<file path="config.mk">
export PLATFORM = sky130hd
export DESIGN_NAME = rx_comma_aligner
export DESIGN_NICKNAME = d
export VERILOG_FILES = /design/src/rtl/rx_comma_aligner.sv
export SDC_FILE = /design/constraint.sdc
export NUM_CORES = 1
export LEC_CHECK = 0
export BUFFER_PORTS_ARGS = -buffer_cell sky130_fd_sc_hd__clkbuf_2
export CAP_MARGIN = 20
export CORE_MARGIN = 3
export CORE_UTILIZATION = 57
export DETAILED_ROUTE_END_ITERATION = 10
export PLACE_DENSITY = 0.89
export SYNTH_ARGS = -nofsm -noshare
export SYNTH_HDL_FRONTEND = slang
export SYNTH_SLANG_ARGS = --single-unit
</file>
<file path="constraint.sdc">
create_clock -name recovered_clock -period 2.4 [get_ports recovered_clock]
set_input_delay 0.24 -clock recovered_clock [delete_from_list [all_inputs] [get_ports recovered_clock]]
set_output_delay 0.24 -clock recovered_clock [all_outputs]
set_load 0.02 [all_outputs]
</file>
<file path="src/rtl/rx_comma_aligner.sv">
// Receive-side 8b/10b word aligner: hunts for K28.5 in the serial stream, locks the
// 10-bit symbol boundary and emits aligned words with a one-cycle word_valid strobe.
module rx_comma_aligner #(
  parameter logic [9:0]  COMMA_N      = 10'b0011111010,
  parameter logic [9:0]  COMMA_P      = 10'b1100000101,
  parameter int unsigned LOCK_COUNT   = 3,
  parameter int unsigned UNLOCK_COUNT = 4
) (
  input  logic       recovered_clock,
  input  logic       Reset,
  input  logic       Serial,
  input  logic       align_en,
  output logic [9:0] RxParallel_10,
  output logic       word_valid,
  output logic       comma_det,
  output logic       locked
);

  localparam int unsigned GW = $clog2(LOCK_COUNT + 1);
  localparam int unsigned BW = $clog2(UNLOCK_COUNT + 1);
  localparam logic [GW-1:0] GMAX = GW'(LOCK_COUNT);
  localparam logic [BW-1:0] BMAX = BW'(UNLOCK_COUNT);

  localparam logic [1:0] HUNT   = 2'd0;
  localparam logic [1:0] SYNC   = 2'd1;
  localparam logic [1:0] LOCKED = 2'd2;

  logic [1:0]    state;
  logic [9:0]    sr;
  logic [3:0]    phase;
  logic [GW-1:0] good_cnt;
  logic [BW-1:0] bad_cnt;
  logic          match;
  logic          boundary;
  logic [GW-1:0] good_inc;
  logic [BW-1:0] bad_inc;

  always_comb begin
    match    = align_en && ((sr == COMMA_N) || (sr == COMMA_P));
    boundary = (phase == 4'd0);
    good_inc = (good_cnt == GMAX) ? good_cnt : good_cnt + GW'(1);
    bad_inc  = (bad_cnt == BMAX) ? bad_cnt : bad_cnt + BW'(1);
  end

  // A comma loads phase with 1 so the next boundary lands exactly 10 bits later.
  always_ff @(posedge recovered_clock or negedge Reset) begin
    if (!Reset) begin
      state         <= HUNT;
      sr            <= '0;
      phase         <= '0;
      good_cnt      <= '0;
      bad_cnt       <= '0;
      RxParallel_10 <= '0;
      word_valid    <= 1'b0;
      comma_det     <= 1'b0;
      locked        <= 1'b0;
    end else begin
      sr         <= {sr[8:0], Serial};
      word_valid <= 1'b0;
      comma_det  <= 1'b0;
      if (state != HUNT)
        phase <= (phase == 4'd9) ? 4'd0 : phase + 4'd1;

      case (state)
        HUNT: begin
          if (match) begin
            RxParallel_10 <= sr;
            word_valid    <= 1'b1;
            comma_det     <= 1'b1;
            phase         <= 4'd1;
            good_cnt      <= GW'(1);
            bad_cnt       <= '0;
            if (LOCK_COUNT <= 1) begin
              state  <= LOCKED;
              locked <= 1'b1;
            end else begin
              state <= SYNC;
            end
          end
        end

        SYNC: begin
          if (boundary) begin
            RxParallel_10 <= sr;
            word_valid    <= 1'b1;
            comma_det     <= match;
            if (match) begin
              good_cnt <= good_inc;
              if (good_inc == GMAX) begin
                state   <= LOCKED;
                locked  <= 1'b1;
                bad_cnt <= '0;
              end
            end
          end else if (match) begin
            RxParallel_10 <= sr;
            word_valid    <= 1'b1;
            comma_det     <= 1'b1;
            phase         <= 4'd1;
            good_cnt      <= GW'(1);
          end
        end

        LOCKED: begin
          if (boundary) begin
            RxParallel_10 <= sr;
            word_valid    <= 1'b1;
            comma_det     <= match;
            if (match)
              bad_cnt <= '0;
          end else if (match) begin
            if (bad_inc == BMAX) begin
              state   <= HUNT;
              locked  <= 1'b0;
              bad_cnt <= '0;
            end else begin
              bad_cnt <= bad_inc;
            end
          end
        end

        default: begin
          state  <= HUNT;
          locked <= 1'b0;
        end
      endcase
    end
  end

endmodule
</file>
# Yosys cells after proc, flatten, opt, wreduce, memory -nomap -nowiden
# Cells that the tools add are included.
totals:
  register_bits: 34
  latchBits: 0
  mem_bits_rw: 0
  romBits: 0
  in_bits: 4
  word_cells: 89
  n_memories: 0
op_classes:
  n_addsub: 3
  mul: 0
  div: 0
  n_lt_le_gt_ge: 0
  eq_ne: 19
  shifts: 0
  mux: 45
  n_bitwise: 1
  reduce_logical: 12
ops:
  columns: ["op", "count"]
  rows:
  - ["10-bit 2-to-1 mux", 3]
  - ["10-bit one-hot mux with 3 select lines", 1]
  - ["3-bit 2-to-1 mux", 8]
  - ["2-bit 2-to-1 mux", 11]
  - ["4-bit 2-to-1 mux", 4]
  - ["2-bit inequality test (second input constant)", 8]
  - ["7-bit AND reduction", 2]
  - ["1-bit 2-to-1 mux", 11]
  - ["10-bit == test (second input constant)", 1]
  - ["10-bit by 8-bit == test with 1-bit output (second input constant)", 1]
  - ["1-bit one-hot mux with 3 select lines", 3]
  - ["3-bit one-hot mux with 3 select lines", 1]
  - ["4-bit one-hot mux with 2 select lines", 1]
  - ["2-bit == test (second input constant)", 3]
  - ["3-bit == test (second input constant)", 2]
  - ["3-bit inequality test (second input constant)", 2]
  - ["2-bit one-hot mux with 3 select lines", 1]
  - ["5-bit AND reduction", 1]
  - ["4-bit by 1-bit adder with 4-bit output (second input constant)", 1]
  - ["4-bit == test (second input constant)", 1]
  - ["4-bit logical NOT", 1]
  - ["2-bit one-hot mux with 2 select lines", 1]
  - ["2-bit AND reduction", 2]
  - ["2-bit nonzero test", 2]
  - ["other kinds (8)", 8]

# Depth between registers and ports, before layout
logic_depth:
  word_depth: 7
  ltp_mapped: 8
  depth_no_buf: 7

# Worst setup path after synthesis
# No wires, ideal clock.
synth_path:
  kind: "reg2reg"
  from: "register bad_cnt[0]"
  to: "register state[0]"
  arrival_ns: 1.868
  slack_ns: 0.447
  stages_incl_launch_ff: 8
  n_path_buf: 0
  period_less_slack_ns: 1.953
  cell_sequence: "dfrtp_1 inv_1 ha_1 nor3b_1 a211oi_1 or4_1 a221o_1 a32oi_1"
synth_between:
  elab_chain_cells: 5
  elab_cells_between_ends: 6
  cone_classes: "1 x add/sub; 3 x eq/ne; 1 x mux; 1 x reduce/logical"
synth_rtl:
  columns: ["item", "line_no", "source"]
  rows:
  - ["from (decl)", "32", "logic [BW-1:0] bad_cnt;"]
  - ["from (signal assigned)", "117", "bad_cnt <= bad_inc;"]
  - ["3-bit by 1-bit adder with 3-bit output / 3-bit == test (equally long branches)", "42", "bad_inc = (bad_cnt == BMAX) ? bad_cnt : bad_cnt + BW'(1);"]
  - ["3-bit 2-to-1 mux (*)", "42", null]
  - ["3-bit == test (*)", "112", "if (bad_inc == BMAX) begin"]
  - ["2-bit inequality test (no line) (*)", null, null]
  - ["7-bit AND reduction (no line) (*)", null, null]
  - ["to (signal assigned)", "48", "state <= HUNT;"]
  - ["to (signal assigned)", "113", "state <= HUNT;"]
  - ["to (signal assigned)", "123", "state <= HUNT;"]
  - ["to (decl)", "28", "logic [1:0] state;"]
# Every way passes the cells marked *; elsewhere a longest branch is shown, timed or not.
# A chain may end at the register's enable or synchronous reset.

# Worst setup path after layout
# Same ends and word-level chain as after synthesis.

==> results.sh <==
export IMPL_initial_core_util_pct=60.14
export IMPL_final_hold_viol_count=0
export IMPL_met1_usage_pct=26.28
export IMPL_rows=19
export IMPL_crit_required_ns=2.67
export IMPL_tightest_slew_ns=0.8004
export IMPL_layoutNonFillerInstCount=210
export IMPL_routed_wl_um=3302
export IMPL_cp_max_fo=9
export IMPL_final_core_util_pct=68.92
export IMPL_grt_max_degree=35
export IMPL_nets=192
export IMPL_port_buffers=16
export IMPL_slew_headroom_pct=46.28
export IMPL_wl_per_cell_um=15.72
export IMPL_syn_cell_area_um2=1673
export IMPL_hp_class="reg2reg"
export IMPL_post_route_cell_area_um2=1917
export IMPL_synth_area_top_cells="dfrtp_1, ha_1, a22o_1, nand2_1, o21ai_0"
export IMPL_die_h_um=60.18
export IMPL_drive_gt1_share_pct=18.99
export IMPL_grt_usage_pct=21.74
export IMPL_grt_pass1_vias=1271
export IMPL_critical_path_endpoint_type="register"
export IMPL_ios=17
export IMPL_antenna_found_initial=0
export IMPL_synth_top_area_share_pct=50.86
export IMPL_outcome="completed"
export IMPL_place_inst=200
export IMPL_setup_worst_path_class="reg2reg"
export IMPL_cp_arrival_ns=2.45
export IMPL_drtIter0Drc=65
export IMPL_numCtsBuffers=5
export IMPL_antenna_cells=0
export IMPL_drt_pre_antenna_iters=4
export IMPL_clock_latency_ns=0.35
export IMPL_grt_overflow_total=0
export IMPL_path_clk_slew_ns=0.10
export IMPL_final_cell_mix="dfrtp_1, clkbuf_2, nand2_1, inv_1, ha_1"
export IMPL_max_freq_mhz=458.7
export IMPL_ys_seq_elements=34
export IMPL_h_tree_depth=2
export IMPL_drcViolationCount=0
export IMPL_min_period_over_period_pct=90.83
export IMPL_worst_ir_drop_vdd_mv=1.065
export IMPL_finClkSkew_ns=0.002012
export IMPL_yosysTopAreaCell="dfrtp_1"
export IMPL_start_kind="register"
export IMPL_dieWidth_um=60.18
export IMPL_p_per_area_nw_per_um2=967.1
export IMPL_hpwl_um=2331
export IMPL_post_dp_cell_area_um2=1779
export IMPL_synth_distinct_cells=42
export IMPL_ant_nets=0
export IMPL_die_area_um2=3621
export IMPL_pre_cts_ws_ns=0.08287
export IMPL_grtUsageMet3_pct=5.832
export IMPL_use_met2_pct=34.88
export IMPL_syn_area_per_cell_um2=10.72
export IMPL_final_common_cell="dfrtp_1"
export IMPL_cts_sinks=34
export IMPL_synth_nets=170
export IMPL_grt_busiest_layer="met2"
export IMPL_rsz0062_at_grt="no"
export IMPL_clockRootBuffer="clkbuf_4"
export IMPL_ys_warnings_count=0
export IMPL_p_leak_nw=0.8806
export IMPL_cts_setup_buffers=0
export IMPL_place_gp_congestion=0.9210
export IMPL_max_cap_viol_count=0
export IMPL_fin_ws_ns=0.2201
export IMPL_post_drt_via_cell_ratio=6.181
export IMPL_slew_viol_final=0
export IMPL_clock_path_buffers=2
export IMPL_vias=1298
export IMPL_grt_pass1_wl_um=5630
export IMPL_syn2layout_area_growth_pct=14.59
export IMPL_setup_tns_final_ns=0
export IMPL_setup_viol=0
export IMPL_synth_cells=156
export IMPL_post_route_min_period_ns=2.180
export IMPL_seq_area_frac_synth_pct=50.86
export IMPL_core_um2=2781
export IMPL_cts_tree="built"
[state kept, by name, indices dropped and copies added (netlist names)]
signal,cells
locked,1
sr,10
RxParallel_10,10
good_cnt,2
comma_det,1
state,2
phase,4
bad_cnt,3
word_valid,1
[what timing repair did]
item                                    in CTS  in global routing
hold buffers                                 2                  0
gates resized for setup                      0                  2
endpoints found under the setup margin       0                  6
endpoints found under the hold margin       35                  0
[report_power, final]
| group | internal [W] | leakage [nW] | switching [W] |
|---|---|---|---|
| Clock | 0.000353 | 0.0585 | 0.000194 |
| Sequential | 0.000694 | 0.404 | 0.0000938 |
| Combinational | 0.000221 | 0.418 | 0.000298 |
| Total | 0.00127 | 0.881 | 0.000586 |
[metal layers]
layer  up-vias  wire length, µm
met5         -                0
met2        55             1550
met1       617             1438
met4         0               85
met3        10              227
li1        616                -
[synthesized netlist by cell type]
library cell	count
or4_1	1
o311ai_0	1
nand3b_1	1
o211ai_1	4
and2_4	1
dfrtp_1	34
inv_1	11
a21oi_4	1
nor3b_1	3
or4_4	1
nand4_1	2
nor3_1	1
a211oi_1	2
nand4b_1	1
nand2b_1	1
nor4bb_1	2
a31oi_1	4
or2_0	1
buf_6	1
mux2i_1	1
ha_1	10
and2_1	2
o32ai_1	1
nor2_1	4
clkbuf_1	3
or3b_2	1
a22o_1	9
a21boi_0	1
or3_2	1
xnor2_1	2
buf_2	1
nor2b_1	1
nand2_1	14
a32oi_1	3
and3_1	1
a221o_1	2
a21oi_1	7
o21ai_0	9
nor4b_1	1
nand3_1	7
o21ai_1	1
a22o_2	1
[stage by stage]
step	hold slack, ns	power, W
2_1_floorplan	-0.05559	0.001141
3_3_place_gp	0.3483	0.001294
3_5_place_dp	0.3497	0.001315
4_1_cts	0.4365	0.001864
5_1_grt	0.4591	0.001954
6_report	0.4400	0.001854
[critical path: stages, from the launching register on]
cell and delay, ns:
dfrtp_2 0.46, inv_1 0.10, ha_1 0.27, nor3b_1 0.23, a211oi_1 0.09, or4_1 0.46, a221o_1 0.31, a32oi_1 0.17
[kinds of logic (layout without fill, tap and decap cells)]
logic type	count (synthesis)	in the layout	synth area share [%]
AND/OR/NAND/NOR	47	47	16.08
AO/OA/AOI/OAI	46	46	19.82
flip-flops	34	34	50.86
buffers and inverters	16	39	4.113
adder cells (fa/ha/maj)	10	10	7.479
XOR/XNOR	2	2	1.047
multiplexers	1	1	0.5984
[worst paths after layout]
path                            startpoint          to  slack (ns)  cells after the start
worst max-delay path            bad_cnt[0]    state[0]        0.22                      7
worst min-delay path                 sr[4]       sr[5]        0.44                      0
min in group asynchronous            Reset  word_valid        0.49                      2
max in group asynchronous            Reset  bad_cnt[0]        1.38                      2
worst min register to register       sr[4]       sr[5]        0.44                      0
worst max register to register  bad_cnt[0]    state[0]        0.22                      7
[area by class of cell]
cell class,instances,area [µm²]
multi-input cells,106,758.2
inverters,11,41.29
repair buffers,20,115.1
clock buffers,6,51.30
flip-flops and latches,34,852.1
fillers,216,864.6
well taps,31,38.79
clock inverters,2,60.06
(Power assumes the default switching activity.)
